[config.mk]
export PLATFORM = sky130hd
export DESIGN_NAME = game_ctrl
export DESIGN_NICKNAME = d
export VERILOG_FILES = /design/src/rtl/game_ctrl.sv
export SDC_FILE = /design/constraint.sdc
export NUM_CORES = 1
export LEC_CHECK = 0
export ABC_AREA = 1
export ABC_CLOCK_PERIOD_IN_PS = 1500
export CORE_ASPECT_RATIO = 1.25
export CORE_MARGIN = 2
export CORE_UTILIZATION = 40
export DETAILED_ROUTE_END_ITERATION = 12
export SLEW_MARGIN = 40
export SYNTH_ARGS = -nofsm -noshare
export SYNTH_HDL_FRONTEND = slang
export SYNTH_SLANG_ARGS = --single-unit
[constraint.sdc]
create_clock -name clk -period 1.5 [get_ports clk]
set_input_delay 0.3 -clock clk [delete_from_list [all_inputs] [get_ports clk]]
set_output_delay 0.3 -clock clk [all_outputs]
set_load 0.05 [all_outputs]
[src/rtl/game_ctrl.sv]
// Game sequencer for a flappy-style game: IDLE -> PLAY -> DYING -> OVER, with a BCD score.
// Define HIGH_SCORE_EN to add the best_bcd port and register.
module game_ctrl #(
  parameter logic [11:0] DEATH_FRAMES = 12'd60
) (
  input  logic        clk,
  input  logic        rst,
  input  logic        frame_tick,
  input  logic        btn_flap,
  input  logic        crash,
  input  logic        pass,
  output logic [1:0]  game_state,
  output logic        run,
  output logic        flap,
  output logic        bird_reset,
  output logic [15:0] score_bcd
`ifdef HIGH_SCORE_EN
  ,
  output logic [15:0] best_bcd
`endif
);

  typedef enum logic [1:0] {
    IDLE  = 2'd0,
    PLAY  = 2'd1,
    DYING = 2'd2,
    OVER  = 2'd3
  } state_t;

  state_t      state_reg, state_next;
  logic        run_reg, run_next;
  logic        flap_reg, flap_next;
  logic        bird_reset_reg, bird_reset_next;
  logic [15:0] score_reg, score_next;
  logic [11:0] death_cnt_reg, death_cnt_next;
  logic        btn_d, pass_d;
  logic        btn_rise, pass_rise;
  logic [15:0] score_inc;
  logic [3:0]  carry;

  assign btn_rise  = btn_flap & ~btn_d;
  assign pass_rise = pass & ~pass_d;

  // Ripple-carry decimal increment; saturation at 9999 is handled where it is used.
  assign carry[0] = 1'b1;
  generate
    for (genvar gi = 0; gi < 4; gi++) begin : g_digit
      logic [3:0] digit;
      assign digit = score_reg[4*gi +: 4];
      assign score_inc[4*gi +: 4] = carry[gi] ? ((digit == 4'd9) ? 4'd0 : digit + 4'd1) : digit;
      if (gi < 3) begin : g_carry
        assign carry[gi+1] = carry[gi] & (digit == 4'd9);
      end
    end
  endgenerate

`ifdef HIGH_SCORE_EN
  logic [15:0] best_reg, best_next;
  assign best_bcd = best_reg;
`endif

  always_comb begin
    state_next      = state_reg;
    flap_next       = 1'b0;
    bird_reset_next = 1'b0;
    score_next      = score_reg;
    death_cnt_next  = death_cnt_reg;
`ifdef HIGH_SCORE_EN
    best_next       = best_reg;
`endif
    case (state_reg)
      IDLE: begin
        if (btn_rise) begin
          state_next      = PLAY;
          score_next      = 16'h0000;
          bird_reset_next = 1'b1;
        end
      end
      PLAY: begin
        // A crash suppresses both the flap and any same-cycle score increment.
        if (crash) begin
          state_next     = DYING;
          death_cnt_next = DEATH_FRAMES;
        end else begin
          flap_next = btn_rise;
          if (pass_rise && (score_reg != 16'h9999)) begin
            score_next = score_inc;
          end
        end
      end
      DYING: begin
        if (frame_tick) begin
          death_cnt_next = death_cnt_reg - 12'd1;
          if (death_cnt_reg == 12'd1) begin
            state_next = OVER;
`ifdef HIGH_SCORE_EN
            // Packed BCD digits order the same way as the binary value.
            if (score_reg > best_reg) begin
              best_next = score_reg;
            end
`endif
          end
        end
      end
      OVER: begin
        if (btn_rise) begin
          state_next = IDLE;
        end
      end
      default: state_next = IDLE;
    endcase
    run_next = (state_next == PLAY);
  end

  always_ff @(posedge clk) begin
    if (rst) begin
      state_reg      <= IDLE;
      run_reg        <= 1'b0;
      flap_reg       <= 1'b0;
      bird_reset_reg <= 1'b0;
      score_reg      <= 16'h0000;
      death_cnt_reg  <= 12'd0;
      pass_d         <= 1'b0;
      btn_d          <= 1'b1; // a button held through reset must be released first
`ifdef HIGH_SCORE_EN
      best_reg       <= 16'h0000;
`endif
    end else begin
      state_reg      <= state_next;
      run_reg        <= run_next;
      flap_reg       <= flap_next;
      bird_reset_reg <= bird_reset_next;
      score_reg      <= score_next;
      death_cnt_reg  <= death_cnt_next;
      pass_d         <= pass;
      btn_d          <= btn_flap;
`ifdef HIGH_SCORE_EN
      best_reg       <= best_next;
`endif
    end
  end

  assign game_state = state_reg;
  assign run        = run_reg;
  assign flap       = flap_reg;
  assign bird_reset = bird_reset_reg;
  assign score_bcd  = score_reg;

endmodule

==> flow_summary.json <==
{
  "outcome": "finished, final reports clean",
  "skew_ns": 0.0129,
  "die_h_um": 82.5,
  "max_slew_margin_pct": 72.2,
  "min_period_ns": 1.48,
  "cts_tree": "yes",
  "grt_use_total_pct": 19.8,
  "finalMaxSlewViolations": 0,
  "ys_seq_elements": 35,
  "layout-drive-gt1-share_pct": 41.7,
  "num_vias": 2115,
  "rows": 28,
  "seq_area_um2": 748,
  "grt_pass1_wl_um": 8430,
  "crit_required_ns": 1.73,
  "yosys_warnings": 0,
  "antenna_cells": 0,
  "finalWirelength_um": 5350,
  "finalSetupTns_ns": 0,
  "fin_ws_ns": 0.0159,
  "clock_sinks": 35,
  "critical-path-max-stage-delay_ns": 0.39,
  "io_buffers": 26,
  "path_cells": "inv_2, nor2_4, inv_2, buf_4, nor3_1, nand3_1, a21oi_2",
  "wl_per_cell_um": 12.5,
  "cts_buffers": 5,
  "dr.pass1.iters": 4,
  "antenna_found_initial": 0,
  "clk_pin_slew_ns": 0.08,
  "post-place-ws_ns": -0.339,
  "layout_common_cells": "nand2_1 (50), buf_4 (48), inv_1 (35), nor2_1 (31), buf_12 (22)",
  "clock_latency_ns": 0.29,
  "dieArea_mm2": 0.00551,
  "fin_nets": 384,
  "syn_to_final_growth_pct": 66.5,
  "final_common_cell": "nand2_1",
  "gp_congestion": 0.801,
  "crit_arrival_ns": 1.71,
  "drc_errors": 0,
  "crit_slowest_cell": "dfxtp_4",
  "grt-ovfl-total": 0,
  "cts_buffer_depth": 2,
  "post-route-period-util_pct": 98.9,
  "netlist_instances": 285,
  "peakVddDrop_v": 0.000915,
  "max_freq_ghz": 0.674,
  "initial_core_util_pct": 41.7,
  "critPathBufInv": 3,
  "synth.distinct_cells": 31,
  "core_region_area_mm2": 0.00473,
  "finalHoldViolCount": 0,
  "worst_setup_path_end_kind": "flop",
  "ctsHoldBuffers": 0,
  "cp_max_fo": 6,
  "tightestPinTransition_ns": 0.414,
  "ctsHtreeMaxLevel": 2,
  "grt_start_max_net_pins": 16,
  "setup_viol": 0,
  "chipWidth_um": 66.8,
  "synth_seq_area_share_pct": 35.5,
  "io_pins": 27,
  "fill_cells": 398,
  "root_buffer": "clkbuf_8",
  "dr.first_iter.drc_count": 71,
  "drtAntennaViolNets": 0,
  "grt_setup_unrepaired": "yes",
  "via_per_inst": 4.93,
  "crit_family": "simple AND/OR/NAND/NOR gates",
  "worstSetupStartpointType": "flop",
  "largest_reg_flops": 16,
  "syn_avg_cell_area_um2": 6.92,
  "p_leak_nw": 1.43,
  "multi_input_comb_area_mm2": 0.00127,
  "synthesis.nets": 301,
  "dpl.hpwl_um": 3850,
  "cp_common_cell": "inv_2",
  "synth_area_mm2": 0.00197,
  "p_per_area_mw_per_mm2": 1660,
  "cap_violations": 0,
  "hp-class": "flop to flop",
  "crit_type": "flop to flop",
  "grt_pass1_vias": 1924
}
==> power breakdown <==
group          internal, mW  switching, mW
Combinational          1.54           1.83
Clock                 0.371          0.349
Sequential             1.17          0.185
Total                  3.08           2.37
==> kinds of logic after synthesis <==
group           count (synthesis)  share of synthesized area [%]
compound gates                 31                           8.81
flops                          35                           35.5
xor+xnor                        5                           2.22
simple gates                  156                           37.7
fa+ha+maj                      10                           6.34
buf+inv                        48                           9.45
==> worst reg2reg max path: stages (launching register included) <==
cell and delay [ns]:
dfxtp_4 0.39, inv_2 0.05, nor2_4 0.17, inv_2 0.11, buf_4 0.16, nor3_1 0.27
nand3_1 0.13, a21oi_2 0.15
==> synth_stat cells (all sizes together) <==
| cell type | count | share of area, % |
|---|---|---|
| nand3 | 22 | 6.5 |
| or2 | 1 | 0.32 |
| xor2 | 3 | 1.3 |
| o21bai | 1 | 0.38 |
| inv | 42 | 8.0 |
| buf | 3 | 0.89 |
| o21ai | 6 | 1.7 |
| clkinv | 1 | 0.19 |
| dfxtp | 35 | 36 |
| nor2 | 38 | 8.5 |
| o211a | 1 | 0.51 |
| nand4 | 13 | 4.1 |
| xnor2 | 2 | 0.89 |
| nand3b | 2 | 0.76 |
| a21oi | 18 | 4.6 |
| a31oi | 4 | 1.3 |
| clkbuf | 2 | 0.38 |
| nand2 | 69 | 15 |
| nor4 | 3 | 0.95 |
| nor3 | 8 | 2.0 |
| ha | 10 | 6.3 |
| a211oi | 1 | 0.38 |
==> metal layers <==
metal	GRT usage [%]	share of wire, %
met1	22.2	41
met2	37.4	56
met3	3.93	2.0
met4	5.71	1.1
met5	0	0
==> metrics by stage <==
| step | hold WS (ns) | instances | utilization (%) | power (mW) | instance area [µm²] |
|---|---|---|---|---|---|
| after global routing | 0.497 | 429 | 69.5 | 5.85 | 3290 |
| after floorplan | 0.379 | 285 | - | 3.06 | 2090 |
| final | 0.462 | 429 | 69.5 | 5.45 | 3290 |
| after detailed placement | 0.456 | 415 | 63.1 | 4.35 | 2990 |
| after CTS | 0.466 | 423 | 65.5 | 5.12 | 3100 |
| after global placement | 0.455 | 415 | 63.1 | 4.31 | 2990 |
==> layout make-up <==
cell class / instances / share of cell area (%)
Clock buffer: 7 / 2.63
Timing Repair Buffer: 81 / 28.4
Sequential cell: 35 / 22.8
Tap cell: 60 / 2.28
Inverter: 43 / 5.06
Clock inverter: 1 / 0.152
Multi-Input combinational cell: 202 / 38.7
==> final timing paths <==
check / from / to / slack, ns / cells past startpoint
max reg2reg: game_state[0]$_SDFF_PP0_ / score_bcd[3]$_SDFFE_PP0P_ / 0.02 / 7
min reg2reg: death_cnt_reg[10]$_SDFFE_PP0P_ / death_cnt_reg[10]$_SDFFE_PP0P_ / 0.46 / 2
min: death_cnt_reg[10]$_SDFFE_PP0P_ / death_cnt_reg[10]$_SDFFE_PP0P_ / 0.46 / 2
max: game_state[0]$_SDFF_PP0_ / score_bcd[3]$_SDFFE_PP0P_ / 0.02 / 7
==> repair_timing <==
action | CTS | global route
endpoints found under the hold margin | 0 | 0
cloned | 0 | 1
gates resized for setup | 8 | 34
endpoints found under the setup margin | 12 | 20
pin swaps | 3 | 21
setup buffers | 0 | 5
No activity file was read; power rests on OpenSTA's default activity.
